===== config.mk =====
export PLATFORM = sky130hd
export DESIGN_NAME = lap_timer
export DESIGN_NICKNAME = d
export VERILOG_FILES = /design/src/rtl/lap_timer_pkg.sv /design/src/rtl/lap_fifo.sv /design/src/rtl/lap_timer.sv
export SDC_FILE = /design/constraint.sdc
export NUM_CORES = 1
export LEC_CHECK = 0
export ABC_CLOCK_PERIOD_IN_PS = 3900
export BUFFER_PORTS_ARGS = -buffer_cell sky130_fd_sc_hd__buf_2
export CORE_ASPECT_RATIO = 1.1
export CORE_MARGIN = 1.5
export CORE_UTILIZATION = 40
export DETAILED_ROUTE_END_ITERATION = 16
export GPL_ROUTABILITY_DRIVEN = 0
export GPL_TIMING_DRIVEN = 0
export SYNTH_ARGS = -nofsm -noshare
export SYNTH_HDL_FRONTEND = slang
export SYNTH_SLANG_ARGS = --single-unit

===== constraint.sdc =====
create_clock -name clk -period 3.9 [get_ports clk]
set_clock_uncertainty 0.15 [all_clocks]
set_input_delay 0.78 -clock clk [delete_from_list [all_inputs] [get_ports clk]]
set_output_delay 0.78 -clock clk [all_outputs]
set_load 0.005 [all_outputs]

===== src/rtl/lap_timer_pkg.sv =====
`default_nettype none
// ============================================================================
// Module  : lap_timer_pkg
// Brief   : Shared BCD time type, digit limits and prescaler sizing helper.
// Revision: 1.0 - initial release
// ============================================================================
package lap_timer_pkg;

    localparam int              BCD_W       = 4;
    localparam logic [BCD_W-1:0] DIGIT_MAX_9 = 4'd9;
    localparam logic [BCD_W-1:0] DIGIT_MAX_5 = 4'd5;

    // Digit order from most to least significant: mm:ss.hh
    typedef struct packed {
        logic [BCD_W-1:0] m_s;
        logic [BCD_W-1:0] m_g;
        logic [BCD_W-1:0] s_s;
        logic [BCD_W-1:0] s_g;
        logic [BCD_W-1:0] hs_s;
        logic [BCD_W-1:0] hs_g;
    } bcd_time_t;

    function automatic int presc_width(input int div);
        return (div <= 2) ? 1 : $clog2(div);
    endfunction

endpackage
`default_nettype wire


===== src/rtl/lap_fifo.sv =====
`default_nettype none
// ============================================================================
// Module  : lap_fifo
// Brief   : Small lap capture FIFO; head reads as zero while empty.
// Revision: 1.0 - initial release
// ============================================================================
module lap_fifo #(
    parameter int LAP_DEPTH = 4,
    parameter int WIDTH     = 24
) (
    input  logic             clk,
    input  logic             reset,
    input  logic             clear,
    input  logic             push,
    input  logic             pop,
    input  logic [WIDTH-1:0] din,
    output logic [WIDTH-1:0] dout,
    output logic             empty,
    output logic             full
);

    localparam int c_AW = $clog2(LAP_DEPTH);

    logic [WIDTH-1:0] r_mem [LAP_DEPTH];
    logic [c_AW:0]    r_wr_ptr;
    logic [c_AW:0]    r_rd_ptr;
    logic             w_empty;
    logic             w_full;
    logic             w_rd_en;
    logic             w_wr_en;

    assign w_empty = (r_wr_ptr == r_rd_ptr);
    assign w_full  = (r_wr_ptr[c_AW] != r_rd_ptr[c_AW]) &&
                     (r_wr_ptr[c_AW-1:0] == r_rd_ptr[c_AW-1:0]);
    assign w_rd_en = pop & ~w_empty;
    // A pop in the same cycle frees the slot, so a full FIFO still accepts it
    assign w_wr_en = push & (~w_full | w_rd_en);

    always_ff @(posedge clk or posedge reset) begin
        if (reset) begin
            r_wr_ptr <= '0;
            r_rd_ptr <= '0;
        end else if (clear) begin
            r_wr_ptr <= '0;
            r_rd_ptr <= '0;
        end else begin
            if (w_wr_en) r_wr_ptr <= r_wr_ptr + (c_AW+1)'(1);
            if (w_rd_en) r_rd_ptr <= r_rd_ptr + (c_AW+1)'(1);
        end
    end

    always_ff @(posedge clk) begin
        if (w_wr_en && !clear) r_mem[r_wr_ptr[c_AW-1:0]] <= din;
    end

    assign dout  = w_empty ? '0 : r_mem[r_rd_ptr[c_AW-1:0]];
    assign empty = w_empty;
    assign full  = w_full;

endmodule
`default_nettype wire


===== src/rtl/lap_timer.sv =====
`default_nettype none
// ============================================================================
// Module  : lap_timer
// Brief   : BCD mm:ss.hh up/down stopwatch with lap capture FIFO.
// Revision: 1.0 - initial release
// ============================================================================
module lap_timer
    import lap_timer_pkg::*;
#(
    parameter int CLK_HZ    = 50_000_000,
    parameter int TICK_HZ   = 100,
    parameter int MAX_MIN   = 59,
    parameter int LAP_DEPTH = 4
) (
    input  logic        clk,
    input  logic        reset,
    input  logic        start_stop,
    input  logic        lap,
    input  logic        lap_pop,
    input  logic        clear,
    input  logic        load,
    input  logic        mode_down,
    input  logic [23:0] preset,
    output logic [23:0] data_out,
    output logic [23:0] lap_out,
    output logic        lap_empty,
    output logic        lap_full,
    output logic        lap_ovf,
    output logic        running,
    output logic        done
);

    localparam int               c_DIV        = CLK_HZ / TICK_HZ;
    localparam int               c_PW         = presc_width(c_DIV);
    localparam logic [c_PW-1:0]  c_PRESC_LAST = c_PW'(c_DIV - 1);
    localparam logic [BCD_W-1:0] c_MM_S       = BCD_W'(MAX_MIN / 10);
    localparam logic [BCD_W-1:0] c_MM_G       = BCD_W'(MAX_MIN % 10);

    bcd_time_t       r_count;
    logic [c_PW-1:0] r_presc;
    logic            r_ss_prev;
    logic            r_lap_prev;
    logic            r_running;
    logic            r_done;
    logic            r_ovf;

    logic            w_ss_edge;
    logic            w_lap_edge;
    logic            w_tick;
    logic            w_reach_zero;
    logic            w_run_after_tick;
    logic            w_push;
    logic            w_pop;
    logic            w_fifo_full;
    bcd_time_t       w_count_ticked;
    bcd_time_t       w_preset_clamped;

    function automatic bcd_time_t bcd_inc(input bcd_time_t t);
        bcd_time_t r;
        r = t;
        if (t.hs_g != DIGIT_MAX_9) r.hs_g = t.hs_g + 4'd1;
        else begin
            r.hs_g = '0;
            if (t.hs_s != DIGIT_MAX_9) r.hs_s = t.hs_s + 4'd1;
            else begin
                r.hs_s = '0;
                if (t.s_g != DIGIT_MAX_9) r.s_g = t.s_g + 4'd1;
                else begin
                    r.s_g = '0;
                    if (t.s_s != DIGIT_MAX_5) r.s_s = t.s_s + 4'd1;
                    else begin
                        r.s_s = '0;
                        if (t.m_s == c_MM_S && t.m_g == c_MM_G) begin
                            r.m_s = '0;
                            r.m_g = '0;
                        end else if (t.m_g == DIGIT_MAX_9) begin
                            r.m_g = '0;
                            r.m_s = t.m_s + 4'd1;
                        end else begin
                            r.m_g = t.m_g + 4'd1;
                        end
                    end
                end
            end
        end
        return r;
    endfunction

    // Decrementing zero holds at zero; a borrow into the minutes implies m > 0
    function automatic bcd_time_t bcd_dec(input bcd_time_t t);
        bcd_time_t r;
        r = t;
        if (t == '0) r = '0;
        else if (t.hs_g != '0) r.hs_g = t.hs_g - 4'd1;
        else begin
            r.hs_g = DIGIT_MAX_9;
            if (t.hs_s != '0) r.hs_s = t.hs_s - 4'd1;
            else begin
                r.hs_s = DIGIT_MAX_9;
                if (t.s_g != '0) r.s_g = t.s_g - 4'd1;
                else begin
                    r.s_g = DIGIT_MAX_9;
                    if (t.s_s != '0) r.s_s = t.s_s - 4'd1;
                    else begin
                        r.s_s = DIGIT_MAX_5;
                        if (t.m_g != '0) r.m_g = t.m_g - 4'd1;
                        else begin
                            r.m_g = DIGIT_MAX_9;
                            r.m_s = t.m_s - 4'd1;
                        end
                    end
                end
            end
        end
        return r;
    endfunction

    function automatic bcd_time_t bcd_clamp(input bcd_time_t t);
        bcd_time_t r;
        r.hs_g = (t.hs_g > DIGIT_MAX_9) ? DIGIT_MAX_9 : t.hs_g;
        r.hs_s = (t.hs_s > DIGIT_MAX_9) ? DIGIT_MAX_9 : t.hs_s;
        r.s_g  = (t.s_g  > DIGIT_MAX_9) ? DIGIT_MAX_9 : t.s_g;
        r.s_s  = (t.s_s  > DIGIT_MAX_5) ? DIGIT_MAX_5 : t.s_s;
        r.m_s  = (t.m_s  > c_MM_S)      ? c_MM_S      : t.m_s;
        r.m_g  = (t.m_g  > DIGIT_MAX_9) ? DIGIT_MAX_9 : t.m_g;
        // Keep the minutes pair itself within MAX_MIN
        if (r.m_s == c_MM_S && r.m_g > c_MM_G) r.m_g = c_MM_G;
        return r;
    endfunction

    assign w_ss_edge        = start_stop & ~r_ss_prev;
    assign w_lap_edge       = lap & ~r_lap_prev;
    assign w_tick           = r_running && (r_presc == c_PRESC_LAST);
    assign w_count_ticked   = w_tick ? (mode_down ? bcd_dec(r_count) : bcd_inc(r_count))
                                     : r_count;
    assign w_reach_zero     = w_tick && mode_down && (w_count_ticked == '0);
    assign w_run_after_tick = r_running && !w_reach_zero;
    assign w_preset_clamped = bcd_clamp(preset);
    assign w_push           = w_lap_edge & r_running & ~clear;
    assign w_pop            = lap_pop & ~clear;

    always_ff @(posedge clk or posedge reset) begin
        if (reset) begin
            r_count    <= '0;
            r_presc    <= '0;
            r_ss_prev  <= 1'b0;
            r_lap_prev <= 1'b0;
            r_running  <= 1'b0;
            r_done     <= 1'b0;
            r_ovf      <= 1'b0;
        end else begin
            r_ss_prev  <= start_stop;
            r_lap_prev <= lap;
            if (clear) begin
                r_count   <= '0;
                r_presc   <= '0;
                r_running <= 1'b0;
                r_done    <= 1'b0;
                r_ovf     <= 1'b0;
            end else begin
                if (r_running) r_presc <= w_tick ? '0 : r_presc + c_PW'(1);
                r_count <= w_count_ticked;
                if (w_reach_zero) r_done <= 1'b1;
                if (w_push && w_fifo_full && !w_pop) r_ovf <= 1'b1;
                // Tick is applied first; a start edge then toggles the post-tick state
                if (load && !r_running) begin
                    r_count <= w_preset_clamped;
                    r_presc <= '0;
                    r_done  <= 1'b0;
                end else if (w_ss_edge) begin
                    r_running <= w_run_after_tick ? 1'b0
                                                  : !(mode_down && (w_count_ticked == '0));
                end else begin
                    r_running <= w_run_after_tick;
                end
            end
        end
    end

    lap_fifo #(
        .LAP_DEPTH (LAP_DEPTH),
        .WIDTH     (24)
    ) u_lap_fifo (
        .clk   (clk),
        .reset (reset),
        .clear (clear),
        .push  (w_push),
        .pop   (w_pop),
        .din   (r_count),
        .dout  (lap_out),
        .empty (lap_empty),
        .full  (w_fifo_full)
    );

    assign data_out = r_count;
    assign lap_full = w_fifo_full;
    assign lap_ovf  = r_ovf;
    assign running  = r_running;
    assign done     = r_done;

endmodule
`default_nettype wire


==> results.cfg <==
[run_status]
status = complete, no violations

[global_route]
grt_pass1_wl_mm = 34.10
grt_overflow_total = 0
grt_antenna_before_repair = 0
grt_usage_pct = 22.39
gr-max-usage-layer = met2
grt_use_met3_pct = 4.987
grt_max_degree = 36
met2_usage_pct = 36.95
met1_usage_pct = 28.60
grt_pass1_vias = 6020

[worst_setup_path]
crit_fanout = 6
critPathBufInv = 2
worstPathCellList = inv_1 -> ha_2 -> or3b_2 -> or4_4 -> o21ai_4 -> or2_2 -> o211ai_1 -> nor4bb_1 -> nand4_1 -> buf_4 -> nor3_1 -> o21a_1
worstPathArrival_ps = 4090
worstPathRequired_ps = 4120
critPathMaxStageDelay_ps = 570
ff2ff_path_depth = 12
crit_slowest_cell = or4_4
critPathCaptureType = flop
cp_num_cells = 12
critPathKind = reg -> reg
cp-start-kind = flop
cpLargestDelayFamily = simple AND/OR/NAND/NOR gates

[placement]
dp_hpwl_mm = 15.59
post_dp_cell_area_um2 = 8742
dpl.cell_count = 1039
portBuffers = 84

[timing]
layout_min_cycle_time_ps = 3875
fin_crit_sh_pct = 99.35
slew_headroom_pct = 10.33
rsz0062_at_grt = true
slew_violations = 0
fmax_mhz = 258.1
timing_worst_slew_pin_value_ps = 1345
hold_viol = 0
setup_viol = 0

[drt]
vias_per_cell = 5.866
drtIter0Drc = 553
dr.pass1.iters = 5
drc_errors = 0
ant_nets = 0
post_drt_wl_per_cell_um = 20.85
vias = 6353
wirelength_mm = 22.58

[synth]
ys_async_sr_fraction_pct = 36.00
postSynthCellCount = 702
yosys-top-cells-area = edfxtp_1 (36%), dfrtp_1 (17%), mux4_2 (6.8%)
syn_nets = 751
synth_ff_type = edfxtp_1
synth_largest_area_cell = edfxtp_1
avgSynthCellArea_um2 = 11.38
synth_top_area_share_pct = 36.10
synth_warnings = 0
synth-edff-count = 96
syn_area_um2 = 7986
synth.most_common_cell = edfxtp_1
ys_ff_latch = 150
yosys-top-cells-count = edfxtp_1 (96), nor2_1 (55), dfrtp_1 (54)
seq_area_frac_synth_pct = 53.02
yosysUniqueCellTypes = 73

[finish]
area_growth_pct = 19.63
final_cells = 1083
diodes = 0
layout.nets = 867
stdcell_area_um2 = 9554
layout-drive-gt1-share_pct = 24.43

[cts]
cts_tree = done
cts-root-buf = clkbuf_16
numCtsBuffers = 17
path_clk_slew_ps = 70
htreeDepth = 4
clockBufferDepth = 2
ctsHoldBuffers = 0
clk_latency_ps = 430
cts_sinks = 150

[die]
core-area_um2 = 19730
ios = 85
row_count = 54
die_y_um = 151.2
die_x_um = 137.7
die-area_um2 = 20820
start_util_pct = 40.48

[power_and_ir_drop]
ir_drop_mv = 0.2911
leakagePower_nw = 3.611
power_density_nw_per_um2 = 404.2

[job]
max-cap-violations = 0

[worst_hold_path]
hp-class = in -> async
[cell usage in the layout, fill, tap and decap left out, types with 23 or more instances in the layout]
| cell | count |
|---|---|
| buf_2 | 91 |
| nand3_1 | 23 |
| nor2_1 | 54 |
| clkbuf_1 | 31 |
| mux4_2 | 24 |
| nor2b_1 | 28 |
| edfxtp_1 | 96 |
| dfrtp_1 | 50 |
| nand2_1 | 44 |
| inv_1 | 24 |
| o21ai_0 | 36 |
| a21oi_1 | 29 |
[what timing repair did]
action,4_1_cts,5_1_grt
hold endpoints to repair,0,0
cloned,0,0
buffers inserted,2,10
setup endpoints to repair,22,3
resized for setup,13,22
pin swaps,2,4
[routing by layer]
metal | vias to the layer above | part of all wire, %
met5 | - | 0
met4 | 0 | 2.7
met3 | 50 | 5.7
li1 | 2924 | -
met2 | 234 | 49
met1 | 3145 | 42
[report_power, final]
part	switching [W]	internal, W
Clock	0.000653	0.00101
Combinational	0.000273	0.000163
Sequential	0.0000460	0.00172
[cells by family after synthesis]
family                   synth area share (%)
XOR/XNOR                                2.632
multiplexers                            7.285
AND/OR/NAND/NOR                         18.63
AO/OA/AOI/OAI                           12.50
buffers and inverters                   3.274
adder cells (fa/ha/maj)                 2.663
flip-flops                              53.02
[through the flow]
| step | total power (W) | utilization, % | worst slack (ps) | hold slack [ps] | setup TNS (ps) |
|---|---|---|---|---|---|
| after global placement | 0.002191 | 44.21 | -177.2 | 321.8 | -315.6 |
| final | 0.003862 | 48.43 | 25.18 | 211.6 | 0 |
| after CTS | 0.003858 | 47.61 | 3.467 | 221.1 | 0 |
| after detailed placement | 0.002196 | 44.31 | -212.4 | 335.0 | -369.0 |
| after global routing | 0.003987 | 48.43 | -31.73 | 239.0 | -31.73 |
| after floorplan | 0.002033 | - | 567.4 | 335.9 | 0 |
[state kept, by name, summed over array words and instances (netlist names)]
| signal | cells |
|---|---|
| r_lap_prev | 1 |
| u_lap_fifo.r_rd_ptr | 3 |
| r_ss_prev | 1 |
| data_out | 24 |
| u_lap_fifo.r_mem | 96 |
| done | 1 |
| lap_ovf | 1 |
| u_lap_fifo.r_wr_ptr | 3 |
| r_presc | 19 |
| running | 1 |
[worst paths after layout]
check / endpoint / slack, ps / startpoint
min reg2reg: done$_DFFE_PP0P_ / 340 / done$_DFFE_PP0P_
max in group asynchronous: data_out[7]$_DFF_PP0_ / 2810 / reset
max reg2reg: done$_DFFE_PP0P_ / 30 / data_out[13]$_DFF_PP0_
max: done$_DFFE_PP0P_ / 30 / data_out[13]$_DFF_PP0_
min in group clk: r_lap_prev$_DFF_PP0_ / 320 / lap
min: lap_ovf$_DFFE_PP0P_ / 210 / reset
[area by class of cell]
class                      instances  area, um^2
timing repair buffer              97       528.0
buffer                            42       188.9
sequential                       150        4239
inverter                          25       93.84
clock inverter                    11       146.4
tap                              252       315.3
clock buffer                      21       440.4
multi-input combinational        485        3602
fill                            1839       10170
Note: power is estimated with default switching activity, not from simulation.
